[config.mk]
export PLATFORM = sky130hd
export DESIGN_NAME = keys_conditioner
export DESIGN_NICKNAME = d
export VERILOG_FILES = /design/src/rtl/keys_conditioner.sv
export SDC_FILE = /design/constraint.sdc
export NUM_CORES = 1
export LEC_CHECK = 0
export ABC_AREA = 0
export CAP_MARGIN = 5
export CORE_MARGIN = 2
export CORE_UTILIZATION = 27
export CTS_CLUSTER_SIZE = 20
export DETAILED_ROUTE_END_ITERATION = 12
export GPL_TIMING_DRIVEN = 0
export SYNTH_ARGS = -nofsm -noshare
export SYNTH_HDL_FRONTEND = slang
export SYNTH_SLANG_ARGS = --single-unit
export TNS_END_PERCENT = 10
[constraint.sdc]
create_clock -name clk_i -period 4.3 [get_ports clk_i]
set_input_delay 0.645 -clock clk_i [delete_from_list [all_inputs] [get_ports clk_i]]
set_output_delay 0.645 -clock clk_i [all_outputs]
set_load 0.005 [all_outputs]
[src/rtl/keys_conditioner.sv]
// rtl/keys_conditioner.sv - per-key synchroniser, debounce and press/release pulses (optional KEYS_AUTOREPEAT_EN)
module keys_conditioner #(
    parameter int KEYS_W          = 4,
    parameter int DEBOUNCE_CYCLES = 250000,
    parameter int ACTIVE_LOW_KEYS = 1,
    parameter int REPEAT_DELAY    = 25000000,
    parameter int REPEAT_PERIOD   = 5000000
) (
    input  logic              clk_i,
    input  logic              rst_i,
    input  logic [KEYS_W-1:0] keys_raw_i,
    output logic [KEYS_W-1:0] keys_o,
    output logic [KEYS_W-1:0] press_o,
    output logic [KEYS_W-1:0] release_o
);

    localparam int CW = $clog2(DEBOUNCE_CYCLES + 1);
    localparam logic [CW-1:0] CNT_LAST = CW'(DEBOUNCE_CYCLES - 1);

    logic [KEYS_W-1:0] keys_norm;
    logic [KEYS_W-1:0] sync1;
    logic [KEYS_W-1:0] sync2;
    logic [CW-1:0]     cnt [KEYS_W];
    logic [KEYS_W-1:0] accept;
    logic [KEYS_W-1:0] rise;
    logic [KEYS_W-1:0] fall;
    logic [KEYS_W-1:0] repeat_hit;

    // Normalise so that 1 always means pressed before synchronising.
    assign keys_norm = (ACTIVE_LOW_KEYS != 0) ? ~keys_raw_i : keys_raw_i;

    // Two-flop synchroniser per key; reset value is "released".
    always_ff @(posedge clk_i) begin
        if (!rst_i) begin
            sync1 <= '0;
            sync2 <= '0;
        end else begin
            sync1 <= keys_norm;
            sync2 <= sync1;
        end
    end

    // A new level is accepted on the cycle its run reaches DEBOUNCE_CYCLES.
    always_comb begin
        accept = '0;
        for (int k = 0; k < KEYS_W; k++) begin
            accept[k] = (sync2[k] != keys_o[k]) && (cnt[k] == CNT_LAST);
        end
    end

    assign rise = accept & ~keys_o;
    assign fall = accept & keys_o;

    // Run-length counter: any return to the stable level restarts qualification.
    always_ff @(posedge clk_i) begin
        for (int k = 0; k < KEYS_W; k++) begin
            if (!rst_i) begin
                cnt[k] <= '0;
            end else if (sync2[k] == keys_o[k]) begin
                cnt[k] <= '0;
            end else if (accept[k]) begin
                cnt[k] <= '0;
            end else begin
                cnt[k] <= cnt[k] + CW'(1);
            end
        end
    end

`ifdef KEYS_AUTOREPEAT_EN
    localparam int RMAX = (REPEAT_DELAY > REPEAT_PERIOD) ? REPEAT_DELAY : REPEAT_PERIOD;
    localparam int RW   = $clog2(RMAX + 1);

    logic [RW-1:0] rcnt [KEYS_W];

    // rcnt == 0 means idle; a repeat fires on the cycle rcnt would expire.
    always_comb begin
        repeat_hit = '0;
        for (int k = 0; k < KEYS_W; k++) begin
            repeat_hit[k] = keys_o[k] && !fall[k] && (rcnt[k] == RW'(1));
        end
    end

    // Repeat timer: armed by an accepted press, reloaded on each repeat, cleared on release.
    always_ff @(posedge clk_i) begin
        for (int k = 0; k < KEYS_W; k++) begin
            if (!rst_i) begin
                rcnt[k] <= '0;
            end else if (fall[k]) begin
                rcnt[k] <= '0;
            end else if (rise[k]) begin
                rcnt[k] <= RW'(REPEAT_DELAY);
            end else if (rcnt[k] == RW'(1)) begin
                rcnt[k] <= RW'(REPEAT_PERIOD);
            end else if (rcnt[k] != '0) begin
                rcnt[k] <= rcnt[k] - RW'(1);
            end
        end
    end
`else
    // Constant zero: the repeat timing parameters only matter when autorepeat is built in.
    assign repeat_hit = {KEYS_W{(REPEAT_DELAY < 0) && (REPEAT_PERIOD < 0)}};
`endif

    // Stable level and pulses are all registered on the same edge so they stay aligned.
    always_ff @(posedge clk_i) begin
        if (!rst_i) begin
            keys_o    <= '0;
            press_o   <= '0;
            release_o <= '0;
        end else begin
            keys_o    <= keys_o ^ accept;
            press_o   <= rise | repeat_hit;
            release_o <= fall;
        end
    end

endmodule

## Yosys cells after proc, flatten, opt, wreduce, memory -nomap -nowiden

Memories as Yosys holds them, arrays and structs flattened.
Cells that the tools add are included.

- Memories kept: 1
- Logic and storage cells: 100
- Output and inout port bits: 12
- Bits of input ports: 6
- Flip-flop bits (word level): 20
- Bits in writable memories: 72

- Add/subtract/negate cells: 4
- Reduce and logical (&&, ||, !) cells: 4
- Bitwise operators: 17
- Muxes and demuxes: 57
- Equality and inequality tests: 12

Memories:

| memory | words | width | rd ports | clocked after memory_dff | write ports | line | text |
|---|---|---|---|---|---|---|---|
| cnt | 4 | 18 | 4 | 0 | 4 | 23 | `logic [CW-1:0] cnt [KEYS_W];` |

Operator list:

| cell | number |
|---|---|
| 18-bit two-way mux | 12 |
| 18-bit by 1-bit adder with 18-bit output (second input constant) | 4 |
| 18-bit equality test (second input constant) | 4 |
| 1-bit two-way mux | 45 |
| 1-bit OR | 12 |
| 4-bit AND | 2 |
| 4-bit NOT | 2 |
| 1-bit equality test | 4 |
| 1-bit logical AND | 4 |
| 1-bit != test | 4 |
| 4-bit XOR | 1 |

## Longest topological paths before layout

Gate-level depths: netlist of the first run.
An unclocked memory read counts as a cell.

- Depth in word-level cells: 9
- Depth in mapped cells: 6
- Depth with buffers taken out: 5

## Worst setup path before layout of the first run

Ideal clock, no wire load.

- Path kind: reg-to-reg
- From: mem cnt[2][0] (netlist name)
- To: mem cnt[2][13] (netlist name), data pin
- Library setup time: 254 ps
- Stages on the path, launching flop included: 7
- Arrival time: 1608 ps
- Path buffers: 2
- Path slack: 2438 ps
- Period minus slack after synthesis: 1862 ps
- Cell sequence: edfxtp_1 -> ha_1 -> clkbuf_1 -> nand3_1 -> o41ai_4 -> buf_6 -> nor2_1

RTL lines:

| item | line |
|---|---|
| start: declaration | 23 |

==> run summary, run 1 <==
synthesized area - 4660 um^2
drt wl/cell - 11.1 um
post-route cell area - 5660 um^2
most common cell after layout, fill and taps aside - nor2_1
largest net degree at the start of global routing - 16
Core ar. - 17100 um^2
synth warn - 0
PwrDens - 326 nW/um^2
Vias per Instance - 4.32
Final WS setup - 2.10 ns
post-synthesis register bit count - 92
overflow left after global routing - 0
clk_lat worst skew - 0.34 ns
most frequent cells in the layout - 74 x nor2_1, 72 x edfxtp_1, 72 x conb_1
Leakage - 1.96 nW
ys flop type - edfxtp_1
register area share after synthesis - 0.550
Final min period - 2.20 ns
max_cap viols - 0
Initial Util - 0.273
CP Max Fanout - 10
Hold Path Class - flip-flop to flip-flop
DRT Pass-1 Iters - 4
postcts setup bufs - 0
worst hold path startpoint - sync1[0]
global-route wire length before repair - 14600 um
die area - 18300 um^2
RD Place Congestion - 0.834
die width - 135 um
TNS Setup - 0 ns
RSZ-0062 raised after global routing - false
Slew headroom - 0.579
FF-to-FF setup slack - 2.10 ns
routed vias - 3283
Setup WS pre-CTS - 1.84 ns
syn avg cell area - 10.8 um^2
DRC viols - 0
H-tree levels - 3
WS Path Type - flip-flop to flip-flop
Syn Inst Count - 431
PostCTS Resize Cnt - 0
row cnt - 48
Post-DP Area - 5380 um^2
Req. time, crit path - 4.39 ns
Worst Max-Slew Pin Slew - 0.626 ns
Num Clock Sinks - 92
initial antenna violation count - 0
Clk Tree Root Cell - clkbuf_16
hpwl dp - 6320 um
Fin. Hold Viols - 0
Async SR Flop Fraction - 0
drt first-iter violations - 248
Fmax - 454 MHz
Post-synth EDFFs - 72
status - finished, final reports clean
Final Core Density - 0.332
CTS buffer count - 9
reg-to-reg startpoint - cnt[2][0]
Filler Cells Inserted - 1769
Post-Route WL - 8440 um
Final Cycle Share - 0.512
Post-Route Skew - 0.0119 ns
Clock Path Buffers - 2
layout cell share with drive strength beyond 1 - 0.0673
DRT antenna net count - 0
die height - 135 um
clk slew on worst S/H paths - 0.06 ns
post-synth cell types - 42
Ports - 18
WHS Path Cells - 1
Hold Buf Count CTS - 0
CP arrival - 2.29 ns
Port Buffer Count - 17
diodes inserted - 0
RR Endpoint - cnt[2][7]
vias in the first global route - 3214
NumNets Final - 540
Synth-to-Final Area Change - 21.3%
CTS tree - done
hold endpoint - sync2[0]
Pins Over Slew Limit - 0
total track usage - 0.0996
startpoint types - flip-flop
peak supply drop - 0.160 mV
Reg2Reg Depth - 6
critical path endpoint category - flip-flop
Final setup viols - 0
## cell type report
cell class,count,area (um^2),share of cell area
timing repair buffer,17,170,0.0301
tap,225,282,0.0498
clock inverter,5,33.8,0.00597
multi-input combinational,388,2260,0.400
inverter,13,48.8,0.00863
buffer,9,52.6,0.00929
clock buffer,11,243,0.0429
sequential,92,2560,0.453
## cell usage after synthesis, types with 5 or more instances
cell / count / area share
a21oi_1: 10 / 0.011
and2_1: 10 / 0.013
and3_1: 14 / 0.019
dfxtp_1: 20 / 0.086
edfxtp_1: 72 / 0.46
inv_1: 13 / 0.010
mux2i_1: 5 / 0.011
nand2_1: 21 / 0.017
nand3_1: 24 / 0.026
nand4_1: 24 / 0.032
nor2_1: 74 / 0.060
nor2b_1: 11 / 0.015
nor3_1: 13 / 0.014
nor4_1: 17 / 0.023
xnor2_1: 33 / 0.062
xor2_1: 20 / 0.038
## critical path: stages, from the launching register on
cell      delay [ns]
edfxtp_1        0.39
ha_1            0.16
clkbuf_1        0.30
nand3_1         0.24
o41ai_4         0.59
buf_6           0.21
nor2_1          0.05
## where the power goes
part / switching, mW / internal [mW]
Clock: 0.331 / 0.409
Combinational: 0.0445 / 0.0329
Sequential: 0.0360 / 0.991
## metal layers
| layer | vias up | global-route usage | wire, um |
|---|---|---|---|
| met5 | - | 0 | 0 |
| met4 | 0 | 0.0451 | 181 |
| met3 | 11 | 0.0266 | 234 |
| met2 | 37 | 0.166 | 4080 |
| met1 | 1535 | 0.121 | 3940 |
| li1 | 1700 | - | - |
## logic make-up (layout without fill, tap and decap cells)
family	Yosys count	in the layout	synth area share
and+or+nand+nor	226	226	0.259
DFF	92	92	0.550
xor gates and xnor gates	53	53	0.0996
AOI/OAI and AO/OA	28	28	0.0481
buffers and inverters	22	55	0.0217
muxes	5	5	0.0107
adders and majority gates	4	4	0.0107
other	1	72	0.000805
## worst max-delay path by stage
| stage | from | endpoint | slack [ns] | cells past startpoint |
|---|---|---|---|---|
| after global placement | rst_i | cnt[1][15] | 1.85 | 5 |
| after detailed placement | rst_i | cnt[1][15] | 1.84 | 5 |
| final | cnt[2][0] | cnt[2][7] | 2.10 | 6 |
| after floorplan | cnt[2][0] | cnt[2][13] | 2.44 | 6 |
| after global routing | cnt[2][0] | cnt[2][12] | 1.92 | 6 |
| after CTS | cnt[2][0] | cnt[2][7] | 2.09 | 6 |
## stage by stage
| step | std cells | total power [mW] | hold slack [ns] |
|---|---|---|---|
| 2_1_floorplan | 502 | 1.10 | 0.412 |
| 3_5_place_dp | 744 | 1.12 | 0.420 |
| 4_1_cts | 760 | 1.88 | 0.436 |
| 3_3_place_gp | 744 | 1.12 | 0.416 |
| 6_report | 760 | 1.84 | 0.435 |
| 5_1_grt | 760 | 1.93 | 0.456 |
## registers in the layout, indices dropped and copies added (netlist names), named ones only
name / count
press_o: 4
sync1: 4
release_o: 4
sync2: 4
cnt: 72
Power figures use the tool's default switching activity.
==> inputs of run 2 (changes only) <==
==> constraint.sdc (replaced) <==
create_clock -name clk_i -period 1.94 [get_ports clk_i]
set_input_delay 0.291 -clock clk_i [delete_from_list [all_inputs] [get_ports clk_i]]
set_output_delay 0.291 -clock clk_i [all_outputs]
set_load 0.005 [all_outputs]
==> run summary, run 2 (synthesized netlist as in run 1, its figures left out) <==
CP Max Fanout - 10
vias in the first global route - 3257
PwrDens - 706 nW/um^2
Final min period - 1.85 ns
H-tree levels - 3
Num Clock Sinks - 92
Final WS setup - 0.0863 ns
most frequent cells in the layout - 74 x nor2_1, 72 x edfxtp_1, 72 x conb_1
Leakage - 2.04 nW
Setup WS pre-CTS - -0.264 ns
CTS tree - done
Met3 Wirelength - 243 um
Vias per Instance - 4.39
WHS Path Cells - 1
routed vias - 3382
NumNets Final - 551
DRT antenna net count - 0
Req. time, crit path - 2.04 ns
die area - 18300 um^2
Clk Tree Root Cell - clkbuf_16
met2 wire length - 4330 um
initial antenna violation count - 0
most flop-heavy register - cnt
row cnt - 48
DRC viols - 0
overflow left after global routing - 0
Ports - 18
Final setup viols - 0
CTS buffer count - 9
CP arrival - 1.95 ns
global-route wire length before repair - 14800 um
largest net degree at the start of global routing - 16
uppermost layer routed - met4
Clock Path Buffers - 2
total power - 4.11 mW
clk slew on worst S/H paths - 0.06 ns
Reg2Reg Depth - 5
critical path endpoint category - flip-flop
Pins Over Slew Limit - 0
Initial Util - 0.273
most common cell after layout, fill and taps aside - nor2_1
Fmax - 539 MHz
clk_lat worst skew - 0.35 ns
RD Place Congestion - 0.834
startpoint types - flip-flop
Cells after DPL - 744
max_cap viols - 0
drt first-iter violations - 270
diodes inserted - 0
drt wl/cell - 11.4 um
DRT Pass-1 Iters - 4
Core ar. - 17100 um^2
TNS Setup - 0 ns
peak supply drop - 0.356 mV
worst hold slack - 0.435 ns
Post-Route WL - 8810 um
Synth-to-Final Area Change - 25.0%
die width - 135 um
Metal-1 WL - 4040 um
Finished Layout Cells - 771
Port Buffer Count - 17
Post-Route Skew - 0.0140 ns
layout cell share with drive strength beyond 1 - 0.101
Hold Path Class - flip-flop to flip-flop
die height - 135 um
Final Cycle Share - 0.956
hpwl dp - 6320 um
status - finished, final reports clean
Fin. Hold Viols - 0
Largest register FFs - 72
total track usage - 0.101
WS Path Type - flip-flop to flip-flop
## run 2: cell count changes in the layout (fill, tap and decap cells not counted)
cell and change:
buf_4 +12, nor4_1 -5, nor4_2 +4, buf_2 -2
buf_6 +2, o21ai_4 +2, clkbuf_1 -1, ha_1 -1
ha_4 +1, nor4_4 +1, o21ai_1 -1, o21ai_2 -1
## run 2: per-stage QoR
step / area (um^2) / utilization
2_1_floorplan: 4930 / -
3_3_place_gp: 5380 / 0.315
3_5_place_dp: 5380 / 0.315
4_1_cts: 5740 / 0.336
5_1_grt: 5830 / 0.342
6_report: 5830 / 0.342
## run 2: final timing paths
kind                            slack (ns)        end       from
worst max-delay path                  0.09  cnt[3][2]  cnt[3][9]
worst min-delay path                  0.43   sync2[0]   sync1[0]
worst max register to register        0.09  cnt[3][2]  cnt[3][9]
worst min register to register        0.43   sync2[0]   sync1[0]
## run 2: power by group
| part | switching [mW] | internal, mW | leakage (nW) | total, mW |
|---|---|---|---|---|
| Combinational | 0.107 | 0.0875 | 0.993 | 0.194 |
| Sequential | 0.0802 | 2.20 | 0.905 | 2.28 |
| Clock | 0.735 | 0.907 | 0.140 | 1.64 |
| Total | 0.922 | 3.19 | 2.04 | 4.11 |
## run 2: what timing repair did
action | in CTS | in global routing
gates resized for setup | 9 | 6
hold buffers | 0 | 0
buffers inserted | 5 | 7
pin swaps | 4 | 7
setup endpoints to repair | 50 | 57
## run 2: routing by layer
layer  vias up  GRT usage
li1       1725          -
met1      1604      0.121
met2        39      0.171
met3        14     0.0266
met4         0     0.0463
met5         -          0
## run 2: area by class of cell
type	instances	area, um^2
Clock buffer	11	243
Clock inverter	5	33.8
Sequential cell	92	2560
Tap cell	225	282
Inverter	13	48.8
Timing Repair Buffer	29	260
Fill cell	1749	11200
Buffer	8	61.3
Multi-Input combinational cell	388	2330
## run 2: worst max-delay path: stages, from the launching register on
cell,delay (ns)
edfxtp_1,0.47
nor4_2,0.34
nand4_1,0.24
o21ai_4,0.32
buf_6,0.19
nor2_1,0.05
